[src/rtl/dsp_chain_3_operand_feeder_if.sv]
// rtl/dsp_chain_3_operand_feeder_if.sv - operand beat stream bundle for the chain feeder
interface dsp_chain_3_operand_feeder_if;
  logic        in_valid;
  logic        in_ready;
  logic [63:0] in_data;

  modport master (output in_valid, output in_data, input in_ready);
  modport slave  (input in_valid, input in_data, output in_ready);
endinterface

[src/rtl/dsp_chain_3_operand_feeder.sv]
// rtl/dsp_chain_3_operand_feeder.sv - beat collector and skewed launch path for a 3-stage fp16 DSP chain
// Option macro: FEEDER_ZERO_BUBBLE_EN (zero the operands of bubble stages instead of holding them)
module dsp_chain_3_operand_feeder #(
  parameter int SKEW = 1
) (
  input  logic                               clk,
  input  logic                               reset,
  dsp_chain_3_operand_feeder_if.slave        s_in,
  input  logic                               hold,
  output logic [15:0]                        top_a1,
  output logic [15:0]                        top_b1,
  output logic [15:0]                        bot_a1,
  output logic [15:0]                        bot_b1,
  output logic [15:0]                        top_a2,
  output logic [15:0]                        top_b2,
  output logic [15:0]                        bot_a2,
  output logic [15:0]                        bot_b2,
  output logic [15:0]                        top_a3,
  output logic [15:0]                        top_b3,
  output logic [15:0]                        bot_a3,
  output logic [15:0]                        bot_b3,
  output logic [2:0]                         stage_valid,
  output logic                               vec_done
);
  localparam int D2 = SKEW;
  localparam int D3 = 2 * SKEW;

  logic [1:0]   gcnt;
  logic         pending;
  logic [63:0]  stg0;
  logic [63:0]  stg1;
  logic [191:0] pend_vec;
  logic         accept;
  logic         complete;
  logic         launch;
  logic [191:0] launch_vec;

  logic         p1_valid;
  logic [63:0]  p1_data;
  logic [D2:0]  p2_valid;
  logic [63:0]  p2_data [0:D2];
  logic [D3:0]  p3_valid;
  logic [63:0]  p3_data [0:D3];

  // A parked vector frees the gather slots, so only the completing beat has to wait.
  assign s_in.in_ready = !reset && !(pending && gcnt == 2'd2);
  assign accept        = s_in.in_valid && s_in.in_ready;
  assign complete      = accept && gcnt == 2'd2;
  assign launch        = !hold && (pending || complete);
  assign launch_vec    = pending ? pend_vec : {stg0, stg1, s_in.in_data};

  always_ff @(posedge clk) begin
    if (reset) begin
      gcnt     <= 2'd0;
      pending  <= 1'b0;
      stg0     <= '0;
      stg1     <= '0;
      pend_vec <= '0;
    end else begin
      if (accept) begin
        gcnt <= (gcnt == 2'd2) ? 2'd0 : gcnt + 2'd1;
        if (gcnt == 2'd0) stg0 <= s_in.in_data;
        if (gcnt == 2'd1) stg1 <= s_in.in_data;
      end
      if (complete && hold) begin
        pending  <= 1'b1;
        pend_vec <= {stg0, stg1, s_in.in_data};
      end else if (pending && !hold) begin
        pending <= 1'b0;
      end
    end
  end

  // Index 0 of each line takes the launch; the last index is the stage operand register.
  always_ff @(posedge clk) begin
    if (reset) begin
      p1_valid <= 1'b0;
      p1_data  <= '0;
      p2_valid <= '0;
      p3_valid <= '0;
      for (int i = 0; i <= D2; i++) p2_data[i] <= '0;
      for (int i = 0; i <= D3; i++) p3_data[i] <= '0;
    end else if (!hold) begin
      p1_valid    <= launch;
      p2_valid[0] <= launch;
      p3_valid[0] <= launch;
      for (int i = 1; i <= D2; i++) p2_valid[i] <= p2_valid[i-1];
      for (int i = 1; i <= D3; i++) p3_valid[i] <= p3_valid[i-1];
`ifdef FEEDER_ZERO_BUBBLE_EN
      p1_data    <= launch ? launch_vec[191:128] : 64'h0;
      p2_data[0] <= launch ? launch_vec[127:64]  : 64'h0;
      p3_data[0] <= launch ? launch_vec[63:0]    : 64'h0;
      for (int i = 1; i <= D2; i++) p2_data[i] <= p2_data[i-1];
      for (int i = 1; i <= D3; i++) p3_data[i] <= p3_data[i-1];
`else
      if (launch) begin
        p1_data    <= launch_vec[191:128];
        p2_data[0] <= launch_vec[127:64];
        p3_data[0] <= launch_vec[63:0];
      end
      for (int i = 1; i <= D2; i++) if (p2_valid[i-1]) p2_data[i] <= p2_data[i-1];
      for (int i = 1; i <= D3; i++) if (p3_valid[i-1]) p3_data[i] <= p3_data[i-1];
`endif
    end
  end

  assign {top_a1, top_b1, bot_a1, bot_b1} = p1_data;
  assign {top_a2, top_b2, bot_a2, bot_b2} = p2_data[D2];
  assign {top_a3, top_b3, bot_a3, bot_b3} = p3_data[D3];
  assign stage_valid = {p3_valid[D3], p2_valid[D2], p1_valid};
  assign vec_done    = p3_valid[D3] && !hold;
endmodule
[src/flat_wrapper.sv]
// flat-port wrapper written by rule: the top's interface ports become plain ports
module dsp_chain_3_operand_feeder_flat 
#(
  parameter int SKEW = 1
)
  (clk, reset, hold, top_a1, top_b1, bot_a1, bot_b1, top_a2, top_b2, bot_a2, bot_b2, top_a3, top_b3, bot_a3, bot_b3, stage_valid, vec_done, s_in_in_valid, s_in_in_data, s_in_in_ready);
  dsp_chain_3_operand_feeder_if s_in_i ();
  input  logic clk;
  input  logic reset;
  input  logic hold;
  output logic [15:0] top_a1;
  output logic [15:0] top_b1;
  output logic [15:0] bot_a1;
  output logic [15:0] bot_b1;
  output logic [15:0] top_a2;
  output logic [15:0] top_b2;
  output logic [15:0] bot_a2;
  output logic [15:0] bot_b2;
  output logic [15:0] top_a3;
  output logic [15:0] top_b3;
  output logic [15:0] bot_a3;
  output logic [15:0] bot_b3;
  output logic [2:0] stage_valid;
  output logic vec_done;
  input wire logic [$bits(s_in_i.in_valid)-1:0] s_in_in_valid;
  input wire logic [$bits(s_in_i.in_data)-1:0] s_in_in_data;
  output wire logic [$bits(s_in_i.in_ready)-1:0] s_in_in_ready;
  assign s_in_i.in_valid = s_in_in_valid;
  assign s_in_i.in_data = s_in_in_data;
  assign s_in_in_ready = s_in_i.in_ready;
  dsp_chain_3_operand_feeder #(.SKEW(SKEW)) u_core (.clk(clk), .reset(reset), .s_in(s_in_i), .hold(hold), .top_a1(top_a1), .top_b1(top_b1), .bot_a1(bot_a1), .bot_b1(bot_b1), .top_a2(top_a2), .top_b2(top_b2), .bot_a2(bot_a2), .bot_b2(bot_b2), .top_a3(top_a3), .top_b3(top_b3), .bot_a3(bot_a3), .bot_b3(bot_b3), .stage_valid(stage_valid), .vec_done(vec_done));
endmodule
[config.mk]
export PLATFORM = sky130hd
export DESIGN_NAME = dsp_chain_3_operand_feeder_flat
export DESIGN_NICKNAME = d
export VERILOG_FILES = /design/src/rtl/dsp_chain_3_operand_feeder_if.sv /design/src/rtl/dsp_chain_3_operand_feeder.sv /design/src/flat_wrapper.sv
export SDC_FILE = /design/constraint.sdc
export NUM_CORES = 1
export LEC_CHECK = 0
export CORE_UTILIZATION = 40
export DETAILED_ROUTE_END_ITERATION = 10
export HOLD_SLACK_MARGIN = 0.08
export PLACE_DENSITY = 0.61
export RECOVER_POWER = 50
export SYNTH_ARGS = -nofsm -noshare
export SYNTH_HDL_FRONTEND = slang
export SYNTH_SLANG_ARGS = --single-unit
[constraint.sdc]
create_clock -name clk -period 5.37 [get_ports clk]
set_input_delay 0.8055 -clock clk [delete_from_list [all_inputs] [get_ports clk]]
set_output_delay 0.8055 -clock clk [all_outputs]
set_load 0.05 [all_outputs]
-- After elaboration in Yosys (flattened, before gate mapping)
Memory sizes are Yosys's and may differ from the RTL's.
Index checks and enable logic that the tools add are counted.
W data, S select, Z words.
- memories kept: 2
- word-level logic and storage cells: 64
- register bits after elaboration: 393
- RAM bits: 320
- input bits: 68
- memories (name ; words ; width ; read ports ; clocked after memory_dff ; wr ports ; RTL line ; RTL):
    u_core.p3_data ; 3 ; 64 ; 3 ; 0 ; 3 ; dsp_chain_3_operand_feeder.sv:43 ; logic [63:0] p3_data [0:D3];
    u_core.p2_data ; 2 ; 64 ; 2 ; 0 ; 2 ; dsp_chain_3_operand_feeder.sv:41 ; logic [63:0] p2_data [0:D2];
- reductions and logical operators: 17
- $add $sub $neg: 1
- bitwise gates (word level): 6
- multiplexer cells: 27
- eq/ne operators: 2
- operator list (cell ; number):
    $mux W64 ; 5
    $mux W192 ; 1
    $mux W1 ; 20
    $logic_and A1 B1 Y1 ; 8
    $reduce_and A2 Y1 ; 3
    $or A1 B1 Y1 ; 5
    $logic_not A1 Y1 ; 3
    $add A2 B1 Y2 const B ; 1
    $eq A2 B1 Y1 const B ; 1
    $eq A2 B2 Y1 const B ; 1
    $logic_not A2 Y1 ; 1
    $mux W2 ; 1
    $reduce_bool A2 Y1 ; 1
    $logic_or A1 B1 Y1 ; 1
    $not A1 Y1 ; 1

-- Longest topological paths before layout
Gate-level depths: netlist (run 1).
- depth after elaboration: 13
- mapped depth: 7

-- Worst setup path before layout (run 1)
No wires, ideal clock.
- path type: input port to flip-flop
- from: in reset
- to: mem u_core.p2_data[1][36], in the netlist u_core.p2_data[0][100] (enable)
- required time: 4.860 ns
- arrival: 4.667 ns
- buffers on the path: 4
- path slack: 0.193 ns
- setup time: 0.510 ns
- stages on the path: 5
- path through: buf_2 buf_2 buf_2 buf_2 nand2b_1
- RTL lines (item ; RTL line ; RTL):
    start: declaration ; flat_wrapper.sv:9 ; input logic reset;
    end: declaration ; dsp_chain_3_operand_feeder.sv:41 ;

-- Worst setup path after layout (run 1)
- from: in hold
- to: reg u_core.pend_vec[34]
- cells in the longest elaborated chain, start to end: 1
- RTL lines (item ; RTL line ; RTL):
    start: declaration ; flat_wrapper.sv:10 ; input logic hold;
    $logic_and A1 B1 Y1 ; dsp_chain_3_operand_feeder.sv:65 ; if (complete && hold) begin
    end signal: assignment ; dsp_chain_3_operand_feeder.sv:67 ; pend_vec <= {stg0, stg1, s_in.in_data};
    end: declaration ; dsp_chain_3_operand_feeder.sv:32 ; logic [191:0] pend_vec;
Every way passes these cells.
A chain may end at the register's enable or synchronous reset.

==> metrics.csv, run 1 <==
stage,metric,value,unit
sta,final period utilization,74.9,%
status,status,finished with violations,
route,DRT Wirelength,66000,microns
clock_tree,Clock Sinks,710,
route,vias post-DR,17000,
clock_tree,Post-CTS Hold Buffers,0,
sta,Period minus WS final,4020,ps
pwr,Leak,0.0119,uW
worst_setup_path,CP endpoint kind,register,
worst_setup_path,critical path type,input port to register,
grt,total track usage,17.9,%
grt,initial antenna violation count,5,
synth,cell area after synthesis,28800,sq um
place,placed cell areas,31000,sq um
clock_tree,clock transition at the registers of the reported paths,60,ps
place,DP Wirelength,39200,microns
final_layout,post-route insts no fill,3471,
sta,worst slew pin tran,3270,ps
synth,Ys Warns,0,
place,DP Cell Count,3335,
clock_tree,H-tree Lvls,3,
worst_setup_path,worst-path maximum fanout,97,
die,Initial Utilization,40.4,%
die,IO Pins,265,
place,port bufs,264,
final_layout,post-route cell area,33300,sq um
route,remaining routing DRC violations,0,
die,die width,270,microns
route,number of vias per cell,4.89,
grt,vias in the first global route,17000,
die,Core ar.,71400,sq um
final_layout,layout cells sized above 1,13.0,%
route,first drt pass iteration count,7,
die,std cell rows,98,
grt,total congestion overflow,0,
sta,relative slew slack,-118,%
final_layout,Total Nets Final,2529,
clock_tree,Post-CTS Resized,0,
synth,sequential-to-total area share from yosys stat,60.4,%
grt,largest net degree at the start of global routing,127,
pwr,PwrDens,343,nW/um^2
sta,Final Skew,19.4,ps
route,Detailed Route Iter0 Violations,955,
route,DR WL/cell,19.0,microns
clock_tree,"Setup Fix Bufs, Post-CTS",0,
sta,"Hold Vio Cnt, Final",0,
die,Die H,270,microns
sta,maximum clock frequency,249,MHz
clock_tree,Skew-Pair Late Insertion Delay,600,ps
sta,RSZ-0062 raised after global routing,false,
worst_hold_path,Hold Path Depth,1,
status,failing checks,"max-capacitance violations, max-slew violations",
sta,"Setup violations, final",0,
worst_setup_path,Startpoint Class,input port,
clock_tree,Inserted Clock Buffers,74,
die,die area,73100,sq um
sta,Final TNS setup,0,ps
synth,syn_nets,2451,
synth,#FFs+latches synth,710,
sta,Pins Over Slew Limit,478,
synth,Cells after Synth,2383,
clock_tree,clock root cell,clkbuf_16,
clock_tree,CTS tree,yes,
final_layout,area delta synth->final,15.4,%
run,max-cap check violation count,9,
pwr,Design Power,11400,uW
final_layout,Fillers,6402,
grt,first-pass GRT wire length,102000,microns
worst_setup_path,Worst EP required,5830,ps
worst_setup_path,worst r2r path cells,4,
worst_setup_path,Worst Path Arrival,4480,ps
clock_tree,Clock Tree Buf Depth,3,
pwr,worst vdd ir,190,uV
sta,Worst Hold Slack,456,ps
synth,Syn Area/Cell,12.1,sq um
place,placer congestion estimate,0.784,
route,Final ANT Viol Nets,0,
worst_hold_path,worst min path class,register to register,
synth,synth unique cells,34,
==> critical path, stage by stage <==
cell and delay [ps]:
dlygate4sd3_1 700, nor2b_1 200, nand4b_1 150, clkbuf_2 2000, mux2_2 480
==> cell type report <==
type | count | area (sq um) | area share, %
Clock buffer | 109 | 2170 | 6.52
Multi-Input combinational cell | 1382 | 9430 | 28.4
Clock inverter | 24 | 183 | 0.549
Antenna cell | 3 | 7.51 | 0.0226
Timing Repair Buffer | 289 | 2850 | 8.58
Inverter | 4 | 17.5 | 0.0526
Sequential cell | 710 | 17400 | 52.4
Tap cell | 950 | 1190 | 3.57
==> worst paths after layout <==
check / startpoint / end / slack (ps)
setup / recovery: hold / u_core.pend_vec[34]$_SDFFE_PP0P_ / 1350
hold / removal: u_core.p1_data[50]$_SDFFE_PP0P_ / u_core.p1_data[50]$_SDFFE_PP0P_ / 460
setup reg to reg: u_core.pending$_SDFFE_PP0P_ / u_core.pend_vec[34]$_SDFFE_PP0P_ / 1410
hold reg to reg: u_core.p1_data[50]$_SDFFE_PP0P_ / u_core.p1_data[50]$_SDFFE_PP0P_ / 460
==> logic make-up (layout without fill, tap and decap cells) <==
kind of cell	Yosys count	count (layout)	synth area share (%)
and+or+nand+nor	794	794	13.9
buffers and inverters	291	426	6.91
other	0	3	0
DFF	710	710	60.4
AOI/OAI and AO/OA	204	204	4.58
muxes	384	384	14.2
==> cell usage after synthesis <==
cell,count,area share [%]
dfxtp_1,390,27
buf_6,44,1.7
buf_2,60,1.0
nand4b_1,1,0.030
clkbuf_2,2,0.035
and2b_1,1,0.026
nor3_1,1,0.017
nor4b_1,1,0.030
nor2_1,131,1.7
o41ai_4,1,0.096
o2bb2ai_1,64,1.9
or4b_2,1,0.035
nor2b_1,195,4.2
buf_1,2,0.026
inv_1,4,0.052
edfxtp_1,320,33
mux2_2,191,7.5
o21ai_0,2,0.035
clkbuf_1,48,0.63
nor4bb_1,1,0.035
and2_1,192,4.2
o41a_1,1,0.039
o31ai_4,1,0.074
mux2i_1,193,6.7
nand3b_1,2,0.052
a221oi_2,1,0.052
nand2_1,261,3.4
buf_4,131,3.4
nor3b_1,1,0.026
o31a_1,1,0.030
nand2b_1,4,0.087
nand4bb_1,1,0.039
and3b_1,1,0.030
a21oi_1,133,2.3
==> per-layer routing <==
layer / routed length [microns] / GRT usage [%] / vias up
met4: 1750 / 6.54 / 2
met3: 2840 / 3.14 / 104
li1: - / - / 8162
met5: 10 / 0 / -
met1: 30800 / 24.2 / 8335
met2: 30700 / 28.6 / 353
==> registers in the layout, indices dropped and copies added, names as in the netlist <==
| name | flops |
|---|---|
| u_core.gcnt | 2 |
| u_core.p1_data | 64 |
| u_core.p2_data | 128 |
| u_core.p3_data | 192 |
| u_core.p3_valid | 3 |
| u_core.pend_vec | 192 |
| u_core.pending | 1 |
| u_core.stg0 | 64 |
| u_core.stg1 | 64 |
==> power breakdown <==
group	switching (uW)	internal [uW]
clock	2060	2900
combinational	425	177
sequential	66.4	5780
total	2550	8850
==> cell usage in the layout (no fill, tap or decap), types with 24 or more instances in the layout <==
master / instances
o2bb2ai_1: 64
a21oi_1: 133
and2_1: 192
dlygate4sd3_1: 101
nor2b_1: 195
clkbuf_16: 78
edfxtp_1: 320
mux2i_1: 193
dfxtp_1: 389
mux2_2: 191
nand2_1: 261
nor2_1: 131
clkbuf_1: 24
clkdlybuf4s50_1: 162
==> through the flow <==
step	util, %	setup WS, ps
2_1_floorplan	-	193
3_3_place_gp	43.5	1690
3_5_place_dp	43.5	1620
4_1_cts	46.8	2030
5_1_grt	46.6	1130
6_report	46.6	1350
No activity file was read; power rests on OpenSTA's default activity.
==> run 2: changes to the inputs <==
--- a/config.mk
+++ b/config.mk
@@ -8,7 +8,7 @@
 export CORE_UTILIZATION = 40
 export DETAILED_ROUTE_END_ITERATION = 10
 export HOLD_SLACK_MARGIN = 0.08
-export PLACE_DENSITY = 0.61
+export PLACE_DENSITY = 0.59
 export RECOVER_POWER = 50
 export SYNTH_ARGS = -nofsm -noshare
 export SYNTH_HDL_FRONTEND = slang
==> constraint.sdc (replaced) <==
create_clock -name clk -period 3.9 [get_ports clk]
set_input_delay 0.585 -clock clk [delete_from_list [all_inputs] [get_ports clk]]
set_output_delay 0.585 -clock clk [all_outputs]
set_load 0.05 [all_outputs]
==> run 2 against run 1 <==
  * The flow still finishes with violations (max-capacitance violations, max-slew violations)
  * Wire length about the same
  * First-iteration DRC count grew 6.6%
  * Non-clock buffer count rose by 1
==> metrics.csv, run 2 (synthesized netlist as in run 1, its figures left out) <==
stage,metric,value,unit,change
sta,final period utilization,83.6,%,
final_layout,area delta synth->final,15.8,%,
worst_setup_path,Startpoint Class,register,,
grt,vias in the first global route,17100,,+0.77%
place,placer congestion estimate,0.773,,-1.3%
place,DP Wirelength,37900,microns,-3.3%
grt,met3 Use GR,3.17,%,+0.027 points
pwr,worst vdd ir,355,uV,+87%
clock_tree,CTS tree,yes,,
clock_tree,Post-CTS Hold Buffers,0,,unchanged
clock_tree,Clock Sinks,710,,unchanged
grt,total congestion overflow,0,,unchanged
die,std cell rows,98,,unchanged
grt,initial antenna violation count,6,,+1
worst_setup_path,worst setup path startpoint,u_core.pending$_SDFFE_PP0P_,,
grt,largest net degree at the start of global routing,226,,+78%
final_layout,Top Registers,"u_core.p3_data: 192 flops, u_core.pend_vec: 192 flops, u_core.p2_data: 128 flops",,
sta,"Setup violations, final",0,,unchanged
clock_tree,"Setup Fix Bufs, Post-CTS",0,,unchanged
grt,met2 usage,28.5,%,-0.10 points
route,Detailed Route Iter0 Violations,1018,,+6.6%
run,max-cap check violation count,7,,-2
die,die width,270,microns,unchanged
route,first drt pass iteration count,4,,-3
final_layout,Fillers,6315,,-1.4%
final_layout,most frequent cells in the layout,"dfxtp_1 (389), edfxtp_1 (320), nand2_1 (261), clkdlybuf4s50_1 (261), nor2b_1 (195)",,
clock_tree,clock root cell,clkbuf_16,,
pwr,Leak,0.0117,uW,-2.2%
worst_hold_path,Hold Crit Start,reset,,
grt,routing usage on met1,24.0,%,-0.20 points
status,failing checks,"max-capacitance violations, max-slew violations",,
clock_tree,clock transition at the registers of the reported paths,60,ps,about the same
final_layout,layout cells sized above 1,13.0,%,+0.017 points
sta,Final TNS setup,0,ps,unchanged
die,IO Pins,265,,unchanged
worst_setup_path,r2r startpoint,u_core.pending$_SDFFE_PP0P_,,
worst_hold_path,worst min path class,input port to register,,
worst_setup_path,worst r2r path cells,4,,unchanged
grt,total track usage,17.8,%,-0.030 points
route,DRT Wirelength,66000,microns,about the same
route,vias post-DR,16900,,-0.11%
sta,Final WS setup,641,ps,-708 ps
die,die area,73100,sq um,unchanged
place,Place WS,651,ps,-966 ps
clock_tree,Post-CTS Resized,0,,unchanged
clock_tree,H-tree Lvls,3,,unchanged
clock_tree,Skew-Pair Late Insertion Delay,600,ps,about the same
final_layout,post-route cell area,33400,sq um,+0.33%
pwr,PwrDens,474,nW/um^2,+38%
die,Initial Utilization,40.4,%,unchanged
sta,RSZ-0062 raised after global routing,false,,
sta,Final Skew,14.3,ps,-5.06 ps
clock_tree,Inserted Clock Buffers,77,,+4.1%
grt,layer with the highest usage,met2,,
route,number of vias per cell,4.86,,-0.48%
place,port bufs,264,,unchanged
sta,Period minus WS final,3260,ps,
worst_setup_path,CP endpoint kind,register,,
die,Die H,270,microns,unchanged
status,status,finished with violations,,
final_layout,Total Nets Final,2533,,+0.16%
route,Final ANT Viol Nets,0,,unchanged
route,remaining routing DRC violations,0,,unchanged
worst_setup_path,Worst EP required,4220,ps,-1610 ps
sta,Pins Over Slew Limit,396,,-17%
sta,Worst Hold Slack,453,ps,-2.41 ps
die,Core ar.,71400,sq um,unchanged
place,placed cell areas,31100,sq um,+0.19%
sta,maximum clock frequency,307,MHz,
worst_setup_path,worst-path maximum fanout,60,,-38%
sta,relative slew slack,-52.7,%,+65 points
grt,first-pass GRT wire length,101000,microns,-0.67%
route,DR WL/cell,18.9,microns,-0.47%
sta,worst slew pin tran,2290,ps,-981 ps
sta,"Hold Vio Cnt, Final",0,,unchanged
worst_hold_path,Hold Path Depth,2,,+1
clock_tree,Clock Tree Buf Depth,3,,unchanged
worst_setup_path,critical path type,register to register,,
worst_setup_path,Worst Path Arrival,3580,ps,-900 ps
final_layout,"most common cell after layout, fill and taps aside",dfxtp_1,,
==> run 2: worst paths after layout <==
path | endpoint | slack (ps)
hold / removal | u_core.p3_valid[1]$_SDFFE_PP0N_ | 450
hold reg to reg | u_core.p1_data[47]$_SDFFE_PP0P_ | 460
setup / recovery | u_core.p2_data[0][58]$_SDFFCE_PN0P_ | 640
setup reg to reg | u_core.p2_data[0][58]$_SDFFCE_PN0P_ | 640
==> run 2: where the power goes <==
group          total (uW)  internal [uW]  switching [uW]
combinational         844            257             587
clock                6940           4010            2930
sequential           8040           7960            86.5
total               15800          12200            3610
==> run 2: worst max-delay path: stages, from the launching register on <==
cell      delay, ps
dfxtp_4         410
clkbuf_2       1150
o31ai_4         670
buf_4           580
nor2_1          120
==> run 2: final cells by class <==
| class | instances | area (sq um) | area share (%) |
|---|---|---|---|
| Timing Repair Buffer | 290 | 2890 | 8.66 |
| Antenna cell | 4 | 10.0 | 0.0300 |
| Tap cell | 950 | 1190 | 3.56 |
| Sequential cell | 710 | 17400 | 52.2 |
| Inverter | 4 | 20.0 | 0.0600 |
| Clock inverter | 42 | 265 | 0.795 |
| Multi-Input combinational cell | 1382 | 9440 | 28.3 |
| Clock buffer | 102 | 2140 | 6.42 |
==> run 2: layer usage <==
metal	wire (microns)	up-vias	share of wire, %
met4	1920	4	2.9
met3	3000	104	4.6
met2	30600	347	46
met5	25	-	0.038
li1	-	8192	-
met1	30400	8290	46
==> run 2: through the flow <==
| step | utilization (%) | instances | power (uW) |
|---|---|---|---|
| after floorplan | - | 2383 | 8750 |
| after CTS | 46.9 | 3480 | 16000 |
| final | 46.8 | 3484 | 15800 |
| after detailed placement | 43.5 | 3336 | 9060 |
| after global routing | 46.8 | 3484 | 16400 |
| after global placement | 43.5 | 3336 | 9050 |
==> run 3: changes to the inputs <==
--- a/config.mk
+++ b/config.mk
@@ -8,7 +8,7 @@
 export CORE_UTILIZATION = 40
 export DETAILED_ROUTE_END_ITERATION = 10
 export HOLD_SLACK_MARGIN = 0.08
-export PLACE_DENSITY = 0.59
+export PLACE_DENSITY = 0.61
 export RECOVER_POWER = 50
 export SYNTH_ARGS = -nofsm -noshare
 export SYNTH_HDL_FRONTEND = slang
==> constraint.sdc (replaced) <==
create_clock -name clk -period 2.9 [get_ports clk]
set_input_delay 0.435 -clock clk [delete_from_list [all_inputs] [get_ports clk]]
set_output_delay 0.435 -clock clk [all_outputs]
set_load 0.05 [all_outputs]
==> run 3 against run 2 <==
  * Utilization rose by 0.12 points
  * The run still ends with max-capacitance violations, max-slew violations left
  * Sequential share of layout area down 0.13 points
  * Largest cell class unchanged
  * Clock-buffer cell count grew 7
==> metrics.csv, run 3 (synthesized netlist as in run 1, its figures left out) <==
stage,metric,value,unit,change
final_layout,"most common cell after layout, fill and taps aside",dfxtp_1,,
final_layout,Fillers,6348,,+0.52%
pwr,Design Power,21000,uW,+33%
die,std cell rows,98,,unchanged
worst_setup_path,worst setup path startpoint,s_in_in_valid,,
clock_tree,Post-CTS Hold Buffers,0,,unchanged
worst_setup_path,critical path buffer and inverter count,3,,+1
grt,initial antenna violation count,1,,-5
status,failing checks,"max-capacitance violations, max-slew violations",,
place,port bufs,264,,unchanged
sta,"Setup violations, final",0,,unchanged
sta,Pins Over Slew Limit,65,,-84%
worst_hold_path,worst min path class,input port to register,,
worst_setup_path,Critical-path top delay cell,clkbuf_2,,
final_layout,Total Nets Final,2547,,+0.55%
worst_setup_path,worst-path maximum fanout,64,,+6.7%
sta,relative slew slack,-24.5,%,+28 points
clock_tree,Inserted Clock Buffers,73,,-5.2%
worst_setup_path,Worst path depth,6,,+2
worst_setup_path,worst r2r path cells,4,,unchanged
sta,Final TNS setup,0,ps,unchanged
sta,final period utilization,91.4,%,
sta,"Hold Vio Cnt, Final",0,,unchanged
worst_setup_path,Startpoint Class,input port,,
worst_setup_path,R2R Setup Slk,280,ps,-360 ps
place,DP Wirelength,39300,microns,+3.7%
final_layout,Top Registers,"u_core.p3_data: 192 flops, u_core.pend_vec: 192 flops, u_core.p2_data: 128 flops",,
route,first drt pass iteration count,5,,+1
place,placed cell areas,31400,sq um,+0.96%
worst_setup_path,CP endpoint kind,register,,
pwr,worst vdd ir,320,uV,-10%
die,die width,270,microns,unchanged
sta,RSZ-0062 raised after global routing,false,,
clock_tree,Clock Sinks,710,,unchanged
route,vias post-DR,16900,,+0.0059%
grt,total track usage,17.5,%,-0.29 points
die,die area,73100,sq um,unchanged
clock_tree,clock root cell,clkbuf_16,,
die,Die H,270,microns,unchanged
worst_setup_path,critical path type,input port to register,,
worst_setup_path,r2r startpoint,u_core.gcnt[0]$_SDFFE_PP0P_,,
worst_setup_path,Max stage delay on crit path,970,ps,-180 ps
route,Final ANT Viol Nets,0,,unchanged
die,Initial Utilization,40.4,%,unchanged
route,Detailed Route Iter0 Violations,1065,,+4.6%
run,max-cap check violation count,1,,-6
clock_tree,CTS tree,yes,,
die,Core ar.,71400,sq um,unchanged
route,remaining routing DRC violations,0,,unchanged
final_layout,most frequent cells in the layout,"dfxtp_1 (389), edfxtp_1 (320), clkdlybuf4s50_1 (262)",,
clock_tree,Clock Tree Buf Depth,3,,unchanged
sta,Period minus WS final,2650,ps,
grt,largest net degree at the start of global routing,117,,-48%
pwr,PwrDens,628,nW/um^2,+33%
clock_tree,Skew-Pair Late Insertion Delay,600,ps,about the same
worst_setup_path,Worst Path Arrival,3100,ps,-480 ps
status,status,finished with violations,,
clock_tree,H-tree Lvls,3,,unchanged
grt,total congestion overflow,0,,unchanged
sta,worst slew pin tran,1870,ps,-423 ps
worst_setup_path,Worst EP required,3350,ps,-870 ps
die,IO Pins,265,,unchanged
sta,Final Skew,17.5,ps,+3.22 ps
final_layout,area delta synth->final,16.1,%,
worst_setup_path,Critical R2R Capture,u_core.stg0[40]$_SDFFE_PP0P_,,
clock_tree,clock transition at the registers of the reported paths,60,ps,about the same
worst_setup_path,crit path cell chain,clkdlybuf4s50_1 -> buf_4 -> or4b_4 -> clkbuf_2 -> nand2_1 -> a21oi_1,,
route,DR WL/cell,18.6,microns,-1.5%
final_layout,layout cells sized above 1,13.9,%,+0.87 points
route,number of vias per cell,4.85,,-0.17%
route,DRT Wirelength,65100,microns,-1.3%
worst_setup_path,Worst path top cell family by delay,buffers and inverters,,
grt,first-pass GRT wire length,100000,microns,-0.92%
sta,maximum clock frequency,377,MHz,
pwr,Leak,0.0118,uW,+0.99%
worst_setup_path,crit path capture,u_core.stg0[40]$_SDFFE_PP0P_,,
place,placer congestion estimate,0.773,,about the same
grt,vias in the first global route,17100,,-0.22%
final_layout,post-route cell area,33500,sq um,+0.25%
==> run 3: cell types whose count changed in the layout (fill, tap and decap cells not counted), moves of 5 or more <==
cell      before  now
clkinv_2       7   14
buf_12         6   12
clkbuf_2       5   14
and2_0        71   42
clkbuf_1      19   27
and2_1       121  150
clkbuf_8       6   11
clkinv_1      24    4
==> run 3: layer usage <==
layer	routed length, microns	part of all wire, %	vias up	global-route usage, %
met2	30700	47	355	28.7
li1	-	-	8199	-
met4	1590	2.4	0	6.24
met3	2590	4.0	82	2.86
met1	30200	46	8302	23.4
met5	0	0	-	0
==> run 3: final cells by class <==
class	count	area, sq um	share of cell area (%)
flip-flops and latches	710	17400	52.1
multi-input cells	1382	9450	28.2
repair buffers	308	3070	9.16
clock buffers	109	2160	6.45
well taps	950	1190	3.55
clock inverters	25	160	0.479
inverters	4	17.5	0.0523
diodes	2	5.00	0.0150
==> run 3: how the worst min path moves through the flow <==
| stage | startpoint | to | slack [ps] | cells after the start |
|---|---|---|---|---|
| after floorplan | u_core.stg0[0]$_SDFFE_PP0P_ | u_core.stg0[0]$_SDFFE_PP0P_ | 450 | 2 |
| after global placement | u_core.p1_data[24]$_SDFFE_PP0P_ | u_core.p1_data[24]$_SDFFE_PP0P_ | 450 | 1 |
| after detailed placement | u_core.p1_data[56]$_SDFFE_PP0P_ | u_core.p1_data[56]$_SDFFE_PP0P_ | 450 | 1 |
| after CTS | reset | u_core.stg0[3]$_SDFFE_PP0P_ | 180 | 2 |
| after global routing | reset | u_core.stg0[7]$_SDFFE_PP0P_ | 210 | 2 |
| final | reset | u_core.stg0[3]$_SDFFE_PP0P_ | 220 | 2 |
==> run 3: what timing repair did <==
action	4_1_cts	5_1_grt
buffers inserted	0	0
resized for setup	1	0
setup endpoints to repair	1	0
==> run 3: worst register-to-register path, delay by kind of cell, from the launching register on <==
kind | cells | cell delay [ps]
AOI/OAI and AO/OA | 1 | 100
and+or+nand+nor | 2 | 980
buffers and inverters | 1 | 970
DFF | 1 | 420
==> run 3: stage by stage <==
step                      instances  hold slack (ps)  utilization, %  setup WS (ps)
after global routing           3489              206            46.9            111
after floorplan                2383              446               -           56.0
after detailed placement       3354              445            44.0            267
after CTS                      3488              178            47.2            216
final                          3490              216            46.9            249
after global placement         3354              449            44.0            288
==> run 3: power breakdown <==
part	switching [uW]	internal (uW)	leakage (uW)
clock network	3800	5260	0.00116
registers	119	10700	0.00646
logic	796	354	0.00418
total	4720	16300	0.0118
